$ cat config.mk
export PLATFORM = sky130hd
export DESIGN_NAME = sweep_peak_analyzer
export DESIGN_NICKNAME = d
export VERILOG_FILES = /design/src/rtl/sweep_peak_analyzer.sv
export SDC_FILE = /design/constraint.sdc
export NUM_CORES = 1
export LEC_CHECK = 0
export ABC_AREA = 1
export CAP_MARGIN = 10
export CORE_ASPECT_RATIO = 1.4
export CORE_UTILIZATION = 49
export DETAILED_ROUTE_END_ITERATION = 8
export GPL_ROUTABILITY_DRIVEN = 0
export GPL_TIMING_DRIVEN = 1
export HOLD_SLACK_MARGIN = 0.15
export MAX_ROUTING_LAYER = met4
export PLACE_DENSITY = 0.78
export SLEW_MARGIN = 20
export SYNTH_ARGS = -nofsm -noshare
export SYNTH_HDL_FRONTEND = slang
export SYNTH_SLANG_ARGS = --single-unit
$ cat constraint.sdc
create_clock -name clock -period 3.5 [get_ports clock]
set_clock_uncertainty 0.2 [all_clocks]
set_input_delay 0.35 -clock clock [delete_from_list [all_inputs] [get_ports clock]]
set_output_delay 0.35 -clock clock [all_outputs]
set_load 0.03 [all_outputs]
$ cat src/rtl/sweep_peak_analyzer.sv
// rtl/sweep_peak_analyzer.sv - frequency-sweep controller measuring peak |data| per phase step
module sweep_peak_analyzer #(
  parameter int PHASE_STEP_WIDTH = 32,
  parameter int DATA_WIDTH       = 17,
  parameter int COUNT_WIDTH      = 16
) (
  input  logic                        clock,
  input  logic                        reset_n,
  input  logic                        start,
  input  logic                        abort,
  input  logic [PHASE_STEP_WIDTH-1:0] start_step,
  input  logic [PHASE_STEP_WIDTH-1:0] step_increment,
  input  logic [PHASE_STEP_WIDTH-1:0] stop_step,
  input  logic [COUNT_WIDTH-1:0]      settle_samples,
  input  logic [COUNT_WIDTH-1:0]      dwell_samples,
  input  logic [DATA_WIDTH-1:0]       data,
  input  logic                        data_valid,
  output logic [PHASE_STEP_WIDTH-1:0] phase_step,
  output logic                        busy,
  output logic [PHASE_STEP_WIDTH-1:0] result_step,
  output logic [DATA_WIDTH-1:0]       result_peak,
  output logic                        result_valid,
  input  logic                        result_ready,
  output logic                        done
);

  typedef enum logic [2:0] {
    S_IDLE,
    S_SETTLE,
    S_MEASURE,
    S_REPORT,
    S_DONE
  } state_e;

  localparam logic [COUNT_WIDTH-1:0] CNT_ONE = COUNT_WIDTH'(1);
  localparam logic [DATA_WIDTH-1:0]  DAT_ONE = DATA_WIDTH'(1);

  state_e                      state_q;
  logic [PHASE_STEP_WIDTH-1:0] phase_step_q;
  logic [PHASE_STEP_WIDTH-1:0] inc_q;
  logic [PHASE_STEP_WIDTH-1:0] stop_q;
  logic [PHASE_STEP_WIDTH-1:0] result_step_q;
  logic [COUNT_WIDTH-1:0]      settle_q;
  logic [COUNT_WIDTH-1:0]      dwell_q;
  logic [COUNT_WIDTH-1:0]      cnt_q;
  logic [DATA_WIDTH-1:0]       peak_q;
  logic [DATA_WIDTH-1:0]       result_peak_q;
  logic                        result_valid_q;
  logic                        done_q;

  logic [DATA_WIDTH-1:0]       abs_d;
  logic [DATA_WIDTH-1:0]       peak_d;
  logic [COUNT_WIDTH-1:0]      cnt_d;
  logic                        last_sample_d;
  logic [PHASE_STEP_WIDTH:0]   next_step_d;
  logic                        sweep_end_d;

  always_comb begin
    // Unsigned magnitude: the most negative input maps to 2^(DATA_WIDTH-1) exactly.
    abs_d         = data[DATA_WIDTH-1] ? ((~data) + DAT_ONE) : data;
    peak_d        = (abs_d > peak_q) ? abs_d : peak_q;
    cnt_d         = cnt_q + CNT_ONE;
    // A dwell of zero behaves as one sample since cnt_d >= 0 always holds.
    last_sample_d = (cnt_d >= dwell_q);
    next_step_d   = {1'b0, phase_step_q} + {1'b0, inc_q};
    sweep_end_d   = next_step_d[PHASE_STEP_WIDTH]
                  || (next_step_d[PHASE_STEP_WIDTH-1:0] > stop_q)
                  || (inc_q == '0);
  end

  always_ff @(posedge clock or negedge reset_n) begin
    if (!reset_n) begin
      state_q        <= S_IDLE;
      phase_step_q   <= '0;
      inc_q          <= '0;
      stop_q         <= '0;
      result_step_q  <= '0;
      settle_q       <= '0;
      dwell_q        <= '0;
      cnt_q          <= '0;
      peak_q         <= '0;
      result_peak_q  <= '0;
      result_valid_q <= 1'b0;
      done_q         <= 1'b0;
    end else if (abort && (state_q != S_IDLE)) begin
      state_q        <= S_IDLE;
      result_valid_q <= 1'b0;
      done_q         <= 1'b0;
    end else begin
      case (state_q)
        S_IDLE: begin
          if (start) begin
            inc_q        <= step_increment;
            stop_q       <= stop_step;
            settle_q     <= settle_samples;
            dwell_q      <= dwell_samples;
            phase_step_q <= start_step;
            cnt_q        <= '0;
            state_q      <= S_SETTLE;
          end
        end
        S_SETTLE: begin
          if (cnt_q == settle_q) begin
            cnt_q   <= '0;
            peak_q  <= '0;
            state_q <= S_MEASURE;
          end else if (data_valid) begin
            cnt_q <= cnt_d;
          end
        end
        S_MEASURE: begin
          if (data_valid) begin
            peak_q <= peak_d;
            cnt_q  <= cnt_d;
            if (last_sample_d) begin
              result_peak_q  <= peak_d;
              result_step_q  <= phase_step_q;
              result_valid_q <= 1'b1;
              state_q        <= S_REPORT;
            end
          end
        end
        S_REPORT: begin
          if (result_ready) begin
            result_valid_q <= 1'b0;
            if (sweep_end_d) begin
              done_q  <= 1'b1;
              state_q <= S_DONE;
            end else begin
              phase_step_q <= next_step_d[PHASE_STEP_WIDTH-1:0];
              cnt_q        <= '0;
              state_q      <= S_SETTLE;
            end
          end
        end
        S_DONE: begin
          done_q  <= 1'b0;
          state_q <= S_IDLE;
        end
        default: begin
          state_q <= S_IDLE;
        end
      endcase
    end
  end

  assign phase_step   = phase_step_q;
  assign busy         = (state_q != S_IDLE);
  assign result_step  = result_step_q;
  assign result_peak  = result_peak_q;
  assign result_valid = result_valid_q;
  assign done         = done_q;

endmodule

==> run_results.csv <==
group,metric,value,unit
grt,antenna_found_initial,0,
synthesis,synth-edff-count,0,
timing,max_freq,257,MHz
route,drt-pass1-iter-count,7,
route,dr_total_vias,16416,
timing,setup_violations,51,
final_layout,area_growth,46.8,%
place,port_buffers,234,
floorplanning,initial_utilization,49.8,%
route,routed_via_density,5.70,
grt,grt_first_pass_wirelength,79800,um
cts,insertion_delay,0.54,ns
grt,gr-usage-met2,59.6,%
final_layout,drive_gt1_share,24.6,%
route,post_drt_wl_per_cell,18.9,um
synthesis,ys_types,47,
final_layout,fillers,1935,
route,ant_nets,0,
critical_path,slowest_delay,0.43,ns
floorplanning,die-area,30300,um^2
timing,hold_viol_final,0,
synthesis,ys_seq_elements,215,
grt,use_met3,4.77,%
cts,clock_path_buffers,3,
min_path,hold_class,"primary input to async pin",
grt,grt_overflow,0,
critical_path,critPathMaxFanout,4,
place,dpl.hpwl,35900,um
critical_path,critPathKind,"register to register",
critical_path,critPathRequiredTime,3.73,ns
power_and_ir_drop,max-vdd-ir-drop,0.587,mV
critical_path,crit_slowest_cell,"dfrtp_1",
critical_path,crit_path_end_kind,"register",
synthesis,synth_flop_cell,"dfrtp_1",
grt,grt_pass1_vias,15755,
final_layout,finish.utilization,73.1,%
timing,slew_headroom,35.7,%
floorplanning,die_y,206,um
critical_path,cp.buffers_inverters,13,
final_layout,fin_area,21300,um^2
power_and_ir_drop,p_leak,0.0107,uW
synthesis,synth_commonest_cells,"733 x nand2_1, 262 x inv_1, 215 x dfrtp_1, 120 x o21ai_0, 99 x ha_1",
cts,cts_root_buf,"clkbuf_16",
synthesis,synth_area_leaders,"dfrtp_1 37%, nand2_1 19%, ha_1 8.5%, inv_1 6.8%, o21ai_0 4.1%",
timing,worst_slack,-0.389,ns
cts,numCtsBuffers,23,
synthesis,synthesis.nets,2264,
synthesis,synth.yosys.seq_area_share,37.0,%
floorplanning,coreArea,29200,um^2
synthesis,synth_warnings,0,
floorplanning,num_rows,74,
timing,rsz0062_at_grt,"true",
timing,post-route-min-period,3.89,ns
critical_path,critPathLaunchType,"register",
synthesis,synth_area_per_cell,7.22,um^2
timing,min_period_over_period,111,%
timing,worst_slew_pin_slew,0.961,ns
synthesis,syn_inst,2013,
final_layout,diodes,0,
critical_path,cp_top_family,"buffers and inverters",
timing,drv_slew,0,
synthesis,synth_most_common_cell,"nand2_1",
cts,cts-htree-levels,1,
cts,clkSinkCount,215,
synthesis,synth_top_area_share,37.0,%
floorplanning,die_x,148,um
grt,track_usage,34.7,%
route,routed_wl,54500,um
route,drtIter0Drc,1414,
cts,cts_tree,"built",
outcome,violations,"setup timing",
cts,clkTransAtPathRegs,0.06,ns
critical_path,worstPathArrival,4.12,ns
outcome,status,"complete, but fails checks",
floorplanning,ios,235,
power_and_ir_drop,p_total,24800,uW
final_layout,fin_nets,2737,
run,drv_cap,0,
grt,busiest_layer,"met2",
synthesis,syn_area,14500,um^2
route,drc,0,
synthesis,async_reset_ff_share,100,%
power_and_ir_drop,power_density,1160,nW/um^2
timing,fin_setup_tns,-15.45,ns
critical_path,cp_common_cell,"buf_4",
place,place_area,18800,um^2
grt,globalRouteMet1Util,36.8,%
synthesis,synth.largest_area_cell,"dfrtp_1",
grt,grt_start_max_net_pins,105,
## where the power goes
| part | switching [uW] | internal [uW] | leakage [uW] |
|---|---|---|---|
| Combinational | 9820 | 7930 | 0.00764 |
| Sequential | 877 | 3650 | 0.00270 |
| Clock | 1020 | 1490 | 0.000372 |
## cell usage in the layout (no fill, tap or decap), drive strengths merged, types with 61 or more instances in the layout
cell,Yosys,final
nand3,80,81
o21ai,125,125
ha,99,99
dfrtp,215,215
nand2,741,741
nand4,74,74
nor2,105,105
a21oi,61,61
inv,273,274
clkdlybuf4s50,0,233
buf,41,277
## final timing paths
check	cells after the start	slack, ns	to	from
setup / recovery	25	-0.39	phase_step[28]	inc_q[21]
hold / removal	2	0.16	stop_q[1]	reset_n
setup reg to reg	25	-0.39	phase_step[28]	inc_q[21]
hold reg to reg	2	0.28	result_step[16]	result_step[16]
max in group asynchronous	3	2.08	inc_q[20]	reset_n
min in group clock	3	0.18	inc_q[29]	step_increment[29]
## layer usage
metal	share of wire [%]	vias up
met2	48	1088
met4	9.2	0
met3	8.5	404
li1	-	7355
met5	0	-
met1	34	7569
## what timing repair did
action | 4_1_cts | 5_1_grt
gates resized for setup | 149 | 126
setup buffers | 40 | 7
endpoints found under the setup margin | 51 | 118
gates cloned | 5 | 3
pin swaps | 65 | 46
hold buffers | 1 | 0
endpoints found under the hold margin | 215 | 0
## logic make-up after synthesis
kind of cell	count (synthesis)	synth area share, %
simple gates	1056	30.8
buf+inv	340	9.55
compound gates	215	7.94
flops	215	37.0
fa+ha+maj	100	8.67
xor+xnor	46	2.77
mux	41	3.18
## flip-flops by register name, summed over array words and instances, names as in the netlist
register      cells
dwell_q          16
stop_q           32
inc_q            32
result_step      32
peak_q           17
state_q           3
result_peak      17
cnt_q            16
phase_step       32
result_valid      1
settle_q         16
done              1
## through the flow
stage	setup slack (ns)	instances	hold WS [ns]
finish	-0.389	2881	0.159
global route	-0.619	2881	0.200
CTS	-0.135	2871	0.165
detailed placement	-0.553	2786	0.138
global placement	-0.340	2786	0.136
floorplan	0.00506	2013	-0.146
## worst register-to-register path: cells and delay by family (launching register included)
family / cells / cell delay (ns)
AND/OR/NAND/NOR: 11 / 1.16
flip-flops: 1 / 0.43
adder cells (fa/ha/maj): 1 / 0.32
buffers and inverters: 13 / 1.67
## area by class of cell
type	count	area (um^2)	area share, %
Clock buffer	33	643	3.02
Sequential cell	215	5390	25.3
Clock inverter	7	114	0.534
Multi-Input combinational cell	1459	8960	42.0
Timing Repair Buffer	514	4720	22.1
Inverter	273	1030	4.82
Tap cell	380	475	2.23
Note: power is estimated with default switching activity, not from simulation.
